## src/rtl/regfile_pkg.sv

```systemverilog
// Shared constants and helpers for the multi-port register file.
package regfile_pkg;

    localparam int DATA_W_DEF = 32;
    localparam int NREGS_DEF  = 32;

    function automatic int clog2(input int n);
        int r;
        r = 0;
        for (int k = 0; k < 31; k++) begin
            if ((1 << r) < n) r++;
        end
        return r;
    endfunction

endpackage

```

## src/rtl/regfile_scoreboard.sv

```systemverilog
// Pending-producer tracking: pending vector, allocation accept and count.
module regfile_scoreboard
    import regfile_pkg::*;
#(
    parameter int NREGS   = NREGS_DEF,
    parameter int ZERO_R0 = 1,
    localparam int AW     = clog2(NREGS)
) (
    input  logic             clk,
    input  logic             rst_n,
    input  logic             allocEn,
    input  logic [AW-1:0]    allocAddr,
    input  logic [NREGS-1:0] clrMask,
    output logic [NREGS-1:0] pend,
    output logic             allocOk,
    output logic [AW:0]      pendCnt
);

    logic [NREGS-1:0] pendNext;
    logic [AW:0]      cntNext;
    logic             allocR0;

    assign allocR0 = (ZERO_R0 != 0) && (allocAddr == '0);
    assign allocOk = rst_n && allocEn && !pend[allocAddr] && !allocR0;

    // Allocation is applied after the clear so it wins on a shared target.
    always_comb begin
        pendNext = pend & ~clrMask;
        if (allocOk) pendNext[allocAddr] = 1'b1;
        cntNext = '0;
        for (int r = 0; r < NREGS; r++) begin
            cntNext = cntNext + (AW+1)'(pendNext[r]);
        end
    end

    always_ff @(posedge clk or negedge rst_n) begin
        if (!rst_n) begin
            pend    <= '0;
            pendCnt <= '0;
        end else begin
            pend    <= pendNext;
            pendCnt <= cntNext;
        end
    end

endmodule

```

## src/rtl/regfile_mp.sv

```systemverilog
// Multi-port flop register file with write bypass and pending scoreboard.
module regfile_mp
    import regfile_pkg::*;
#(
    parameter int DATA_W  = DATA_W_DEF,
    parameter int NREGS   = NREGS_DEF,
    parameter int NRD     = 2,
    parameter int NWR     = 2,
    parameter int ZERO_R0 = 1,
    localparam int AW     = clog2(NREGS)
) (
    input  logic                  clk,
    input  logic                  rst_n,
    input  logic [NRD*AW-1:0]     rd_addr,
    output logic [NRD*DATA_W-1:0] rd_data,
    output logic [NRD-1:0]        rd_busy,
    input  logic [NWR-1:0]        wr_en,
    input  logic [NWR*AW-1:0]     wr_addr,
    input  logic [NWR*DATA_W-1:0] wr_data,
    input  logic                  alloc_en,
    input  logic [AW-1:0]         alloc_addr,
    output logic                  alloc_ok,
    output logic [AW:0]           pend_cnt
);

    logic [DATA_W-1:0] regs [NREGS];
    logic [NWR-1:0]    wrEff;
    logic [NREGS-1:0]  clrMask;
    logic [NREGS-1:0]  pend;

    always_comb begin
        wrEff   = '0;
        clrMask = '0;
        for (int j = 0; j < NWR; j++) begin
            wrEff[j] = wr_en[j] &&
                !((ZERO_R0 != 0) && (wr_addr[j*AW +: AW] == '0));
            if (wrEff[j]) clrMask[wr_addr[j*AW +: AW]] = 1'b1;
        end
    end

    // Later ports are assigned last, so the higher index wins a collision.
    always_ff @(posedge clk or negedge rst_n) begin
        if (!rst_n) begin
            for (int r = 0; r < NREGS; r++) regs[r] <= '0;
        end else begin
            for (int j = 0; j < NWR; j++) begin
                if (wrEff[j]) begin
                    regs[wr_addr[j*AW +: AW]] <= wr_data[j*DATA_W +: DATA_W];
                end
            end
        end
    end

    always_comb begin
        logic [AW-1:0]     a;
        logic [DATA_W-1:0] v;
        logic              hit;
        rd_data = '0;
        rd_busy = '0;
        a       = '0;
        v       = '0;
        hit     = 1'b0;
        for (int i = 0; i < NRD; i++) begin
            a   = rd_addr[i*AW +: AW];
            v   = regs[a];
            hit = 1'b0;
            for (int j = 0; j < NWR; j++) begin
                if (wrEff[j] && (wr_addr[j*AW +: AW] == a)) begin
                    v   = wr_data[j*DATA_W +: DATA_W];
                    hit = 1'b1;
                end
            end
            if ((ZERO_R0 != 0) && (a == '0)) v = '0;
            if (rst_n) begin
                rd_data[i*DATA_W +: DATA_W] = v;
                rd_busy[i] = pend[a] && !hit;
            end
        end
    end

    regfile_scoreboard #(
        .NREGS  (NREGS),
        .ZERO_R0(ZERO_R0)
    ) u_sb (
        .clk      (clk),
        .rst_n    (rst_n),
        .allocEn  (alloc_en),
        .allocAddr(alloc_addr),
        .clrMask  (clrMask),
        .pend     (pend),
        .allocOk  (alloc_ok),
        .pendCnt  (pend_cnt)
    );

endmodule

```

## config.mk

```make
export PLATFORM = sky130hd
export DESIGN_NAME = regfile_mp
export DESIGN_NICKNAME = d
export VERILOG_FILES = /design/src/rtl/regfile_pkg.sv /design/src/rtl/regfile_scoreboard.sv /design/src/rtl/regfile_mp.sv
export SDC_FILE = /design/constraint.sdc
export NUM_CORES = 2
export LEC_CHECK = 0
export ABC_AREA = 0
export BUFFER_PORTS_ARGS = -buffer_cell sky130_fd_sc_hd__clkbuf_2
export CORE_MARGIN = 2
export CORE_UTILIZATION = 50
export DETAILED_ROUTE_END_ITERATION = 10
export PLACE_DENSITY_LB_ADDON = 0.12
export SKIP_LAST_GASP = 1
export SYNTH_ARGS = -nofsm -noshare
export SYNTH_HDL_FRONTEND = slang
export SYNTH_HIERARCHICAL = 1
export SYNTH_SLANG_ARGS = --single-unit
```

## constraint.sdc

```tcl
create_clock -name clk -period 12.1 [get_ports clk]
set_clock_uncertainty 0.1 [all_clocks]
set_input_delay 1.815 -clock clk [delete_from_list [all_inputs] [get_ports clk]]
set_output_delay 1.815 -clock clk [all_outputs]
set_load 0.02 [all_outputs]
```

==> flow_summary_export.csv <==
group,metric,value,unit
global_route,grt_pass1_wl,384,mm
global_route,antenna_found_initial,16,
clock_network,cts_buffer_depth,3,
synthesis,synth.yosys.seq_area_share,38.7,%
synthesis,netlist_instances,6511,
detailed_routing,via_per_inst,6.81,
floorplanning,dieHeight,375,µm
synthesis,synthesis.nets,6636,
sta,setup_tns,0,ns
hold_path,timing.hold.worst.class,"reg2reg",
setup_path,critical_path.max_fanout,33,
synthesis,synth.top_cell.area_share,38.7,%
clock_network,clock_latency,0.79,ns
synthesis,synth_area,68700,µm²
synthesis,cell_types_with_the_largest_area_share_after_synthesis,"sky130_fd_sc_hd__dfrtp_1 39%, sky130_fd_sc_hd__mux4_2 18%, sky130_fd_sc_hd__mux2i_1 16%",
detailed_routing,drt.antenna.violating_nets,0,
clock_network,cts_sinks,1062,
sta,setup_viol_count_final,0,
detailed_routing,drt_drc_violations_left,0,
finish,regArea,26600,µm²
floorplanning,initial_core_util,50.2,%
clock_network,clock_tree.htree_level_count,4,
floorplanning,num_rows,136,
place,port-buffer-count,166,
setup_path,cpMaxStageDelayCell,"sky130_fd_sc_hd__nor3_1",
sta,relSlewSlack,17.2,%
power,peakVddDrop,0.000296,V
finish,fill_cells,11800,
place,dpl.hpwl,146,mm
clock_network,tritoncts,"yes",
setup_path,crit_path_end_kind,"register",
setup_path,cp.arrival,8.77,ns
clock_network,cts_hold_buffers,0,
setup_path,start_kind,"input port",
clock_network,cts.repair.resized,0,
floorplanning,fp.dieArea,140000,µm²
place,pre_cts_ws,3.26,ns
clock_network,cts_post_setup_buffers_inserted,0,
global_route,pin_count_of_the_biggest_net_entering_global_routing,154,
synthesis,synth_edf_count,0,
finish,areaGrowthSynthToFinish,7.95,%
finish,multi_input_area,38800,µm²
detailed_routing,routed_wl,269,mm
synthesis,synth_area_leader_cell,"sky130_fd_sc_hd__dfrtp_1",
synthesis,ys.warnings.count,6,
floorplanning,fp.dieW,375,µm
detailed_routing,drtIter0Drc,7168,
synthesis,synth_most_common_cell,"sky130_fd_sc_hd__mux2i_1",
setup_path,cp_num_buf_inv,4,
detailed_routing,number_of_vias_after_detailed_routing,54500,
sta,min_period_over_period,67.5,%
sta,pnr_worst_setup_slack,3.93,ns
setup_path,cp_cell_sequence,"clkbuf_2, nand2_1, nor3_1, nand2_4, o21ai_0, o22a_1, fa_1, fa_1, inv_1, fa_1, fa_1, inv_1, fa_1, fa_1, inv_1, ha_1, fa_1, a21o_1, a21oi_1, xnor2_1",
floorplanning,top_level_ports,167,
clock_network,cts_inserted_buffers,130,
synthesis,synth-main-ff-cell,"sky130_fd_sc_hd__dfrtp_1",
global_route,globalRouteTotalUtil,38.0,%
detailed_routing,detail_route.wl_per_cell,33.6,µm
global_route,grt_overflow_total,0,
floorplanning,core,137000,µm²
setup_path,timing.critical_path.required,12.70,ns
finish,post-route-util,54.2,%
place,global_placement_routability_congestion,0.909,
finish,fraction_of_layout_instances_using_a_drive_strength_above_1,18.7,%
sta,clock.fmax,122,MHz
place,dp.cells,7764,
power,leak_pwr,32.3,nW
global_route,number_of_global_route_vias_before_repair,52200,
run_status,outcome,"finished, final reports clean",
setup_path,critical_path.max_stage_delay,0.92,ns
detailed_routing,number_of_search_and_repair_iterations_in_the_first_detailed_routing_pass,8,
synthesis,synthArstFlopShare,100,%
setup_path,cp_top_family,"adder cells",
synthesis,synth_commonest_cells,"1122 x sky130_fd_sc_hd__mux2i_1, 1062 x sky130_fd_sc_hd__dfrtp_1, 641 x sky130_fd_sc_hd__nor2_1",
sta,finalWorstPathRequiredPeriod,8.17,ns
synthesis,synthesis_stage_register_bit_count,1062,
sta,hold_viol_final,0,
sta,max_slew.worst_pin.slew,1.24,ns
clock_network,cts_root_buffer,"sky130_fd_sc_hd__clkbuf_16",
setup_path,crit_top_cell,"sky130_fd_sc_hd__fa_1",
finish,design.final.nets,6227,
sta,grt_setup_unrepaired,"false",
sta,fin_hold_ws,0.293,ns
power,power.density_cell_area,179,nW/µm²
synthesis,yosys.cell_types.count,69,
clock_network,clk_pin_slew_worst_paths,0.05,ns
sta,final-max-slew-violation-count,0,
synthesis,post_synth.cell_area_avg,10.6,µm²
setup_path,path_type_of_the_worst_setup_path,"in2reg",
flow_run,maxcap_violations,0,
finish,final_cells,7999,
## sequential cells by signal (all words and copies together), names as in the netlist
name          count
u_sb/pendCnt      6
regs           1024
u_sb/pend        32
## path summary, 6_finish.rpt
check / end / cells after the start / from / slack, ns
setup / recovery: u_sb/pendCnt[4] / 20 / wr_addr[3] / 3.93
hold / removal: regs[1007] / 0 / regs[1007] / 0.29
setup reg to reg: u_sb/pendCnt[4] / 18 / u_sb/pend[21] / 5.63
hold reg to reg: regs[1007] / 0 / regs[1007] / 0.29
max in group asynchronous: regs[648] / 5 / rst_n / 7.23
min in group asynchronous: u_sb/pend[22] / 1 / rst_n / 0.92
## cells in the final DEF, fill, tap and decap left out, types with 26 or more instances in the layout
cell type and instances:
sky130_fd_sc_hd__nand4_1 68, sky130_fd_sc_hd__nor2_1 621, sky130_fd_sc_hd__a22o_1 63, sky130_fd_sc_hd__clkbuf_2 159, sky130_fd_sc_hd__clkbuf_8 26, sky130_fd_sc_hd__clkbuf_1 28, sky130_fd_sc_hd__nand2_1 496, sky130_fd_sc_hd__clkbuf_16 134
sky130_fd_sc_hd__o21a_1 32, sky130_fd_sc_hd__a21oi_1 546, sky130_fd_sc_hd__nor3_1 66, sky130_fd_sc_hd__mux4_2 537, sky130_fd_sc_hd__nor2_4 33, sky130_fd_sc_hd__o21ai_0 491, sky130_fd_sc_hd__a22oi_1 124, sky130_fd_sc_hd__inv_1 102
sky130_fd_sc_hd__mux2i_1 1122, sky130_fd_sc_hd__dfrtp_1 1062, sky130_fd_sc_hd__nand2_4 29, sky130_fd_sc_hd__o221ai_2 48, sky130_fd_sc_hd__buf_4 113
## cell type report
class                           count  area share (%)
Tap cell                         1794            3.03
Clock inverter                     33           0.568
Sequential cell                  1062            35.8
Timing Repair Buffer              285            2.52
Clock buffer                      188            5.14
Multi-Input combinational cell   4521            52.4
Inverter                          102           0.516
Antenna cell                       14          0.0472
## worst reg2reg max path, delay by kind of cell (launching register included)
kind                     cells  cell delay (ns)
AO/OA/AOI/OAI                4             1.49
XOR/XNOR                     1             0.14
adder cells (fa/ha/maj)      8             3.65
buffers and inverters        3             0.16
flip-flops                   1             0.45
multiplexers                 1             0.11
AND/OR/NAND/NOR              1             0.28
## logic make-up after synthesis
family                   Yosys count  synth area share, %
AO/OA/AOI/OAI                   1397                 12.1
flip-flops                      1062                 38.7
multiplexers                    1659                 33.9
XOR/XNOR                          23                0.293
AND/OR/NAND/NOR                 1410                 8.55
other                              1              0.00546
buffers and inverters            928                 5.59
adder cells (fa/ha/maj)           31                0.826
## report_power, final
group | switching (W) | internal (W) | total (W)
registers | 0.000723 | 0.00451 | 0.00523
logic | 0.00197 | 0.00206 | 0.00403
clock network | 0.00165 | 0.00234 | 0.00399
total | 0.00434 | 0.00890 | 0.0132
## metrics by stage
step | power, W | instance area (µm²)
global placement | 0.00913 | 69900
floorplan | 0.00814 | 68700
detailed placement | 0.00925 | 69900
global route | 0.0139 | 74200
CTS | 0.0132 | 74200
finish | 0.0132 | 74200
## routing by layer
layer / global-route usage, % / share of wire (%)
met1: 51.1 / 40
met2: 56.8 / 45
met3: 11.6 / 11
met4: 17.0 / 4.7
met5: 0 / 0.041
No activity file was read; power rests on OpenSTA's default activity.
